File: src/rtl/hazard_scoreboard_pkg.sv
// Shared pipeline definitions: register ids, Tnew/Tuse encodings,
// mul/div latencies and the forwarding-select encoding.
package hazard_scoreboard_pkg;

   localparam int REG_W       = 5;
   localparam int STAGES_DEF  = 3;
   localparam int TNEW_W_DEF  = 2;
   localparam int MUL_LAT_DEF = 5;
   localparam int DIV_LAT_DEF = 10;

   typedef logic [REG_W-1:0] reg_t;

   // Cycles until a result exists (Tnew) or is needed (Tuse)
   typedef enum logic [TNEW_W_DEF-1:0] {
      T_NOW   = 2'd0,
      T_ONE   = 2'd1,
      T_TWO   = 2'd2,
      T_THREE = 2'd3
   } tcyc_e;

   typedef enum logic [1:0] {
      FWD_RF = 2'd0,
      FWD_E  = 2'd1,
      FWD_M  = 2'd2,
      FWD_W  = 2'd3
   } fwd_sel_e;

   function automatic int max_lat(input int a, input int b);
      return (a > b) ? a : b;
   endfunction

endpackage

File: src/rtl/hazard_scoreboard_if.sv
// Decode-side bundle between the decoder and the hazard scoreboard.
interface hazard_scoreboard_if #(
   parameter int TNEW_W = 2,
   parameter int SEL_W  = 2
);
   import hazard_scoreboard_pkg::*;

   logic              d_valid;
   reg_t              d_rs;
   reg_t              d_rt;
   logic [TNEW_W-1:0] d_tuse_rs;
   logic [TNEW_W-1:0] d_tuse_rt;
   reg_t              d_dst;
   logic [TNEW_W-1:0] d_tnew;
   logic              d_md_start;
   logic              d_md_is_div;
   logic              d_md_use;
   logic              flush;
   logic              stall;
   logic [SEL_W-1:0]  fwd_sel_rs;
   logic [SEL_W-1:0]  fwd_sel_rt;
   logic              md_busy;

   modport master (
      output d_valid, d_rs, d_rt,
      output d_tuse_rs, d_tuse_rt,
      output d_dst, d_tnew,
      output d_md_start, d_md_is_div,
      output d_md_use, flush,
      input  stall, fwd_sel_rs,
      input  fwd_sel_rt, md_busy
   );

   modport slave (
      input  d_valid, d_rs, d_rt,
      input  d_tuse_rs, d_tuse_rt,
      input  d_dst, d_tnew,
      input  d_md_start, d_md_is_div,
      input  d_md_use, flush,
      output stall, fwd_sel_rs,
      output fwd_sel_rt, md_busy
   );

endinterface

File: src/rtl/hazard_scoreboard_hazard_cmp.sv
// Per-source hazard check: finds the youngest in-flight writer of a
// source register and decides between stalling and forwarding.
module hazard_cmp
   import hazard_scoreboard_pkg::*;
#(
   parameter int STAGES = 3,
   parameter int TNEW_W = 2,
   parameter int SEL_W  = 2
) (
   input  logic [STAGES-1:0][REG_W-1:0]  ent_dst,
   input  logic [STAGES-1:0][TNEW_W-1:0] ent_tnew,
   input  reg_t                          src,
   input  logic [TNEW_W-1:0]             tuse,
   output logic                          hazard,
   output logic [SEL_W-1:0]              fwd_sel
);

   logic              hit;
   logic [SEL_W-1:0]  hit_idx;
   logic [TNEW_W-1:0] hit_tnew;

   // Walk oldest to youngest so the youngest match overwrites
   always_comb begin
      hit      = 1'b0;
      hit_idx  = '0;
      hit_tnew = '0;
      for (int k = STAGES - 1; k >= 0; k--) begin
         if (src != '0 && ent_dst[k] == src) begin
            hit      = 1'b1;
            hit_idx  = SEL_W'(k + 1);
            hit_tnew = ent_tnew[k];
         end
      end
   end

   always_comb begin
      hazard  = hit && (hit_tnew > tuse);
      fwd_sel = '0;
      if (hit && hit_tnew == '0) begin
         fwd_sel = hit_idx;
      end
   end

endmodule

File: src/rtl/hazard_scoreboard.sv
// Tnew/Tuse hazard scoreboard for E/M/W plus the mul/div busy counter;
// drives decode stall and per-source forwarding selects.
module hazard_scoreboard
   import hazard_scoreboard_pkg::*;
#(
   parameter int STAGES  = STAGES_DEF,
   parameter int TNEW_W  = TNEW_W_DEF,
   parameter int MUL_LAT = MUL_LAT_DEF,
   parameter int DIV_LAT = DIV_LAT_DEF
) (
   input logic                clk,
   input logic                reset,
   hazard_scoreboard_if.slave bus
);

   localparam int SEL_W = $clog2(STAGES + 1);
   localparam int CNT_W = $clog2(max_lat(MUL_LAT, DIV_LAT) + 1);

   logic [STAGES-1:0][REG_W-1:0]  dst_q, dst_d;
   logic [STAGES-1:0][TNEW_W-1:0] tnew_q, tnew_d;
   logic [CNT_W-1:0]              cnt_q, cnt_d;

   logic             haz_rs, haz_rt, haz_md;
   logic             stall, accept, md_busy;
   logic [SEL_W-1:0] sel_rs, sel_rt;

   hazard_cmp #(
      .STAGES (STAGES),
      .TNEW_W (TNEW_W),
      .SEL_W  (SEL_W)
   ) u_cmp_rs (
      .ent_dst  (dst_q),
      .ent_tnew (tnew_q),
      .src      (bus.d_rs),
      .tuse     (bus.d_tuse_rs),
      .hazard   (haz_rs),
      .fwd_sel  (sel_rs)
   );

   hazard_cmp #(
      .STAGES (STAGES),
      .TNEW_W (TNEW_W),
      .SEL_W  (SEL_W)
   ) u_cmp_rt (
      .ent_dst  (dst_q),
      .ent_tnew (tnew_q),
      .src      (bus.d_rt),
      .tuse     (bus.d_tuse_rt),
      .hazard   (haz_rt),
      .fwd_sel  (sel_rt)
   );

   // A start also claims the unit, so back-to-back starts serialise
   always_comb begin
      md_busy = (cnt_q != '0);
      haz_md  = (bus.d_md_use || bus.d_md_start) && md_busy;
      stall   = bus.d_valid && (haz_rs || haz_rt || haz_md);
      accept  = bus.d_valid && !stall && !bus.flush;
   end

   always_comb begin
      dst_d  = '0;
      tnew_d = '0;
      for (int k = 1; k < STAGES; k++) begin
         dst_d[k]  = dst_q[k-1];
         tnew_d[k] = (tnew_q[k-1] != '0) ? tnew_q[k-1] - 1'b1 : '0;
      end
      if (accept) begin
         dst_d[0]  = bus.d_dst;
         tnew_d[0] = bus.d_tnew;
      end
      if (bus.flush) begin
         dst_d  = '0;
         tnew_d = '0;
      end
   end

   // Flush deliberately leaves the mul/div unit running
   always_comb begin
      cnt_d = (cnt_q != '0) ? cnt_q - 1'b1 : '0;
      if (accept && bus.d_md_start) begin
         cnt_d = bus.d_md_is_div ? CNT_W'(DIV_LAT) : CNT_W'(MUL_LAT);
      end
   end

   always_ff @(posedge clk or negedge reset) begin
      if (!reset) begin
         dst_q  <= '0;
         tnew_q <= '0;
         cnt_q  <= '0;
      end else begin
         dst_q  <= dst_d;
         tnew_q <= tnew_d;
         cnt_q  <= cnt_d;
      end
   end

   assign bus.stall      = stall;
   assign bus.fwd_sel_rs = sel_rs;
   assign bus.fwd_sel_rt = sel_rt;
   assign bus.md_busy    = md_busy;

endmodule

File: src/flat_wrapper.sv
// flat-port wrapper written by rule: the top's interface ports become plain ports
module hazard_scoreboard_flat import hazard_scoreboard_pkg::*;
#(
   parameter int STAGES  = STAGES_DEF,
   parameter int TNEW_W  = TNEW_W_DEF,
   parameter int MUL_LAT = MUL_LAT_DEF,
   parameter int DIV_LAT = DIV_LAT_DEF
)
  (clk, reset, bus_d_valid, bus_d_rs, bus_d_rt, bus_d_tuse_rs, bus_d_tuse_rt, bus_d_dst, bus_d_tnew, bus_d_md_start, bus_d_md_is_div, bus_d_md_use, bus_flush, bus_stall, bus_fwd_sel_rs, bus_fwd_sel_rt, bus_md_busy);
  hazard_scoreboard_if #(.TNEW_W(TNEW_W), .SEL_W(2)) bus_i ();
  input logic clk;
  input logic reset;
  input wire logic [$bits(bus_i.d_valid)-1:0] bus_d_valid;
  input wire logic [$bits(bus_i.d_rs)-1:0] bus_d_rs;
  input wire logic [$bits(bus_i.d_rt)-1:0] bus_d_rt;
  input wire logic [$bits(bus_i.d_tuse_rs)-1:0] bus_d_tuse_rs;
  input wire logic [$bits(bus_i.d_tuse_rt)-1:0] bus_d_tuse_rt;
  input wire logic [$bits(bus_i.d_dst)-1:0] bus_d_dst;
  input wire logic [$bits(bus_i.d_tnew)-1:0] bus_d_tnew;
  input wire logic [$bits(bus_i.d_md_start)-1:0] bus_d_md_start;
  input wire logic [$bits(bus_i.d_md_is_div)-1:0] bus_d_md_is_div;
  input wire logic [$bits(bus_i.d_md_use)-1:0] bus_d_md_use;
  input wire logic [$bits(bus_i.flush)-1:0] bus_flush;
  output wire logic [$bits(bus_i.stall)-1:0] bus_stall;
  output wire logic [$bits(bus_i.fwd_sel_rs)-1:0] bus_fwd_sel_rs;
  output wire logic [$bits(bus_i.fwd_sel_rt)-1:0] bus_fwd_sel_rt;
  output wire logic [$bits(bus_i.md_busy)-1:0] bus_md_busy;
  assign bus_i.d_valid = bus_d_valid;
  assign bus_i.d_rs = bus_d_rs;
  assign bus_i.d_rt = bus_d_rt;
  assign bus_i.d_tuse_rs = bus_d_tuse_rs;
  assign bus_i.d_tuse_rt = bus_d_tuse_rt;
  assign bus_i.d_dst = bus_d_dst;
  assign bus_i.d_tnew = bus_d_tnew;
  assign bus_i.d_md_start = bus_d_md_start;
  assign bus_i.d_md_is_div = bus_d_md_is_div;
  assign bus_i.d_md_use = bus_d_md_use;
  assign bus_i.flush = bus_flush;
  assign bus_stall = bus_i.stall;
  assign bus_fwd_sel_rs = bus_i.fwd_sel_rs;
  assign bus_fwd_sel_rt = bus_i.fwd_sel_rt;
  assign bus_md_busy = bus_i.md_busy;
  hazard_scoreboard #(.STAGES(STAGES), .TNEW_W(TNEW_W), .MUL_LAT(MUL_LAT), .DIV_LAT(DIV_LAT)) u_core (.clk(clk), .reset(reset), .bus(bus_i));
endmodule
File: config.mk
export PLATFORM = sky130hd
export DESIGN_NAME = hazard_scoreboard_flat
export DESIGN_NICKNAME = d
export VERILOG_FILES = /design/src/rtl/hazard_scoreboard_pkg.sv /design/src/rtl/hazard_scoreboard_if.sv /design/src/rtl/hazard_scoreboard_hazard_cmp.sv /design/src/rtl/hazard_scoreboard.sv /design/src/flat_wrapper.sv
export SDC_FILE = /design/constraint.sdc
export NUM_CORES = 1
export LEC_CHECK = 0
export CAP_MARGIN = 20
export CORE_ASPECT_RATIO = 0.6
export CORE_MARGIN = 2
export CORE_UTILIZATION = 46
export DETAILED_ROUTE_END_ITERATION = 8
export PLACE_DENSITY = 0.73
export SYNTH_ARGS = -nofsm -noshare
export SYNTH_HDL_FRONTEND = slang
export SYNTH_HIERARCHICAL = 1
export SYNTH_SLANG_ARGS = --single-unit
export TNS_END_PERCENT = 5
File: constraint.sdc
create_clock -name clk -period 5.3 [get_ports clk]
set_clock_uncertainty 0.15 [all_clocks]
set_input_delay 1.59 -clock clk [delete_from_list [all_inputs] [get_ports clk]]
set_output_delay 1.59 -clock clk [all_outputs]
set_load 0.02 [all_outputs]
==> impl_metrics.ini <==
[run_status]
status = complete, but fails checks
violations = negative setup slack

[setup_path]
critPathMaxStageDelay_ps = 380
slowest_stage = a311o_1
r2r_cells = 12
crit_type = in -> out
ff2ff_setup_slack_ps = 1960
crit_top_cell = buf_6
r2r-start = u_core/dst_q[8]$_DFF_PN0_
crit_chain = clkdlybuf4s15_1, buf_6, xnor2_2, o211ai_1, buf_4, or2_4, a311o_1, nand2_1, ha_4, a221oi_4, a211oi_2, nor2b_2, buf_6
timing.rr.end = u_core/tnew_q[1]$_DFF_PN0_
critical_path_required_ps = 3560
cp_max_fo = 5
crit_path_start_kind = primary input
end_kind = primary output
critPathArrivalTime_ps = 3930

[drt]
wire_per_inst_um = 15.0
totalWireLength_um = 4320
drt-initial-drc-count = 97
post_drt_via_cell_ratio = 5.23
ant_nets = 0
vias = 1501
drcViolationCount = 0
drtPass1Iterations = 4

[layout]
multi_input_area_um2 = 1130
fin_cells = 287
nets = 275
layout-drive-gt1-share = 0.413
seqCellArea_um2 = 626
fill_cells = 205
syn_to_final_growth_pct = 58.9
n_antenna_cell = 0

[floorplan]
die_w_um = 80.5
initial_core_util = 0.489
die-area_um2 = 4010
core_um2 = 3300
io_pins = 34
rows = 16
fp.dieH_um = 49.9

[placement]
pre_cts_slack_ps = -1280
place_inst = 268
io_buffers = 33
dp_hpwl_um = 3170
finalWeightedCongestion = 1.00

[clock_tree]
cts_buffers = 3
clk-insertion-delay-late_ps = 260
postCtsHoldBufs = 0
clockRootBuffer = clkbuf_8
clock-sinks = 25
htree_num_levels = 1
cts.clk_slew.worst_paths_ps = 80
cts_tree = yes
cts_buffer_depth = 2

[pwr]
p_leak_nw = 1.08
power-per-cell-area_nw_per_um2 = 227
power_w = 0.000582
peakVddDrop_v = 0.000241

[sta]
fmax_mhz = 176
setup_viol = 3
finalCritPeriodShare = 1.07
hold_viol = 0
worst_pin_slew_ps = 512
rsz0062_at_grt = yes
hold_slack_ps = 366
min_period_ps = 5670
max-slew-margin-rel = 0.657
worst_slack_ps = -369
maxSlewViolCount = 0

[global_routing]
grt.total_usage = 0.212
grt_start_max_net_pins = 26
antenna_found_initial = 0
grt_pass1_wl_um = 6600
grt_pass1_vias = 1456
grt_remaining_overflow = 0

[synth]
syn_area_per_cell_um2 = 9.96
seq_area_frac_synth = 0.388
synth_edf_count = 0
synth-seq-cells = 25
ys.flop_type = dfrtp_1
syn_nets = 194
ys_types = 31
syn_area_um2 = 1610
synth_warnings = 6
async_reset_ff_frac = 1.00
postSynthCellCount = 162

[worst_hold_path]
holdCritStartpoint = u_core/tnew_q[2]$_DFF_PN0_
hold_depth = 1
hold_end = u_core/tnew_q[4]$_DFF_PN0_
holdCritPathClass = reg -> reg

[flow_run]
drv_cap = 0
-- sequential cells by signal, summed over array words and instances (netlist names) --
| signal | cells |
|---|---|
| u_core/dst_q | 15 |
| u_core/cnt_q | 4 |
| u_core/tnew_q | 6 |
-- worst max-delay path, delay by kind of cell --
kind	cells	cell delay, ps
buf+inv	4	610
compound gates	4	870
fa+ha+maj	1	210
xor+xnor	1	150
simple gates	3	500
-- stage by stage --
stage | area, µm² | setup TNS (ps) | utilization
after global routing | 2560 | -961 | 0.777
after global placement | 2230 | -3860 | 0.675
after floorplan | 1630 | -188 | -
after detailed placement | 2230 | -4260 | 0.675
final | 2560 | -639 | 0.777
after CTS | 2410 | -663 | 0.730
-- cells in the final DEF (no fill, tap or decap), types with 2 or more instances in the layout --
cell             instances
a211oi_2                 2
a21oi_1                  4
a221oi_4                 2
a311o_1                  2
a31oi_4                  2
and2_1                   7
and2_4                   2
and3b_1                  2
buf_2                    4
buf_4                   46
buf_6                    5
clkbuf_8                 3
clkdlybuf4s50_1         18
dfrtp_1                 25
dlygate4sd2_1            2
ha_4                     4
inv_1                    9
nand2_1                  2
nand3_1                  6
nor2_1                   4
nor2b_1                 10
nor3_1                   6
nor3b_1                  2
o211a_1                  2
o211ai_1                 4
o21ai_0                  3
or2_2                    3
or2_4                    2
or3_2                    4
or4_4                    3
xnor2_1                 23
xor2_1                   7
-- worst max-delay path by stage --
stage | from | endpoint | slack, ps | cells after the start
floorplan | bus_d_rt[1] | bus_stall | -190 | 9
global placement | bus_d_rt[1] | bus_stall | -1170 | 11
detailed placement | bus_d_rt[1] | bus_stall | -1280 | 11
CTS | bus_d_rt[3] | bus_stall | -390 | 11
global route | bus_d_rs[1] | bus_stall | -450 | 13
finish | bus_d_rs[1] | bus_stall | -370 | 13
-- cell type report --
class / instances / share of cell area
multi-input combinational: 125 / 0.440
clock buffer: 3 / 0.0161
clock inverter: 1 / 0.00293
inverter: 9 / 0.0132
tap: 45 / 0.0220
timing repair buffer: 79 / 0.262
sequential: 25 / 0.244
-- synthesized netlist by cell type, types with 5 or more instances --
| cell | count | area, µm² |
|---|---|---|
| a21oi_1 | 6 | 30.0 |
| and2_1 | 7 | 43.8 |
| xnor2_1 | 24 | 210 |
| xor2_1 | 7 | 61.3 |
| or2_2 | 5 | 31.3 |
| or3_2 | 5 | 37.5 |
| nand3_1 | 6 | 30.0 |
| nor2_1 | 6 | 22.5 |
| inv_1 | 9 | 33.8 |
| nor3_1 | 7 | 35.0 |
| nor2b_1 | 11 | 68.8 |
| dfrtp_1 | 25 | 626 |
-- power breakdown --
part | switching [W] | internal (W) | total [W]
combinational | 0.000106 | 0.000130 | 0.000236
sequential | 0.0000260 | 0.000211 | 0.000237
clock | 0.0000561 | 0.0000530 | 0.000109
total | 0.000188 | 0.000394 | 0.000582
-- cells by family (layout without fill, tap and decap cells) --
group,count (synthesis),in the layout,share of synthesized area
flip-flops,25,25,0.388
AO/OA/AOI/OAI,28,28,0.130
XOR/XNOR,31,31,0.168
buffers and inverters,12,92,0.0326
AND/OR/NAND/NOR,62,62,0.250
adder cells (fa/ha/maj),4,4,0.0310
-- routing by layer --
metal | vias up | GRT usage | share of wire
met1 | 722 | 0.302 | 0.48
met5 | - | 0 | 0
li1 | 727 | - | -
met2 | 48 | 0.353 | 0.47
met3 | 4 | 0.0275 | 0.055
met4 | 0 | 0.0311 | 0.0023
-- repair_timing --
action / 4_1_cts / 5_1_grt
resized for setup: 72 / 16
buffers inserted: 13 / 2
pin swaps: 18 / 13
setup endpoints to repair: 5 / 5
No activity file was read; power rests on OpenSTA's default activity.
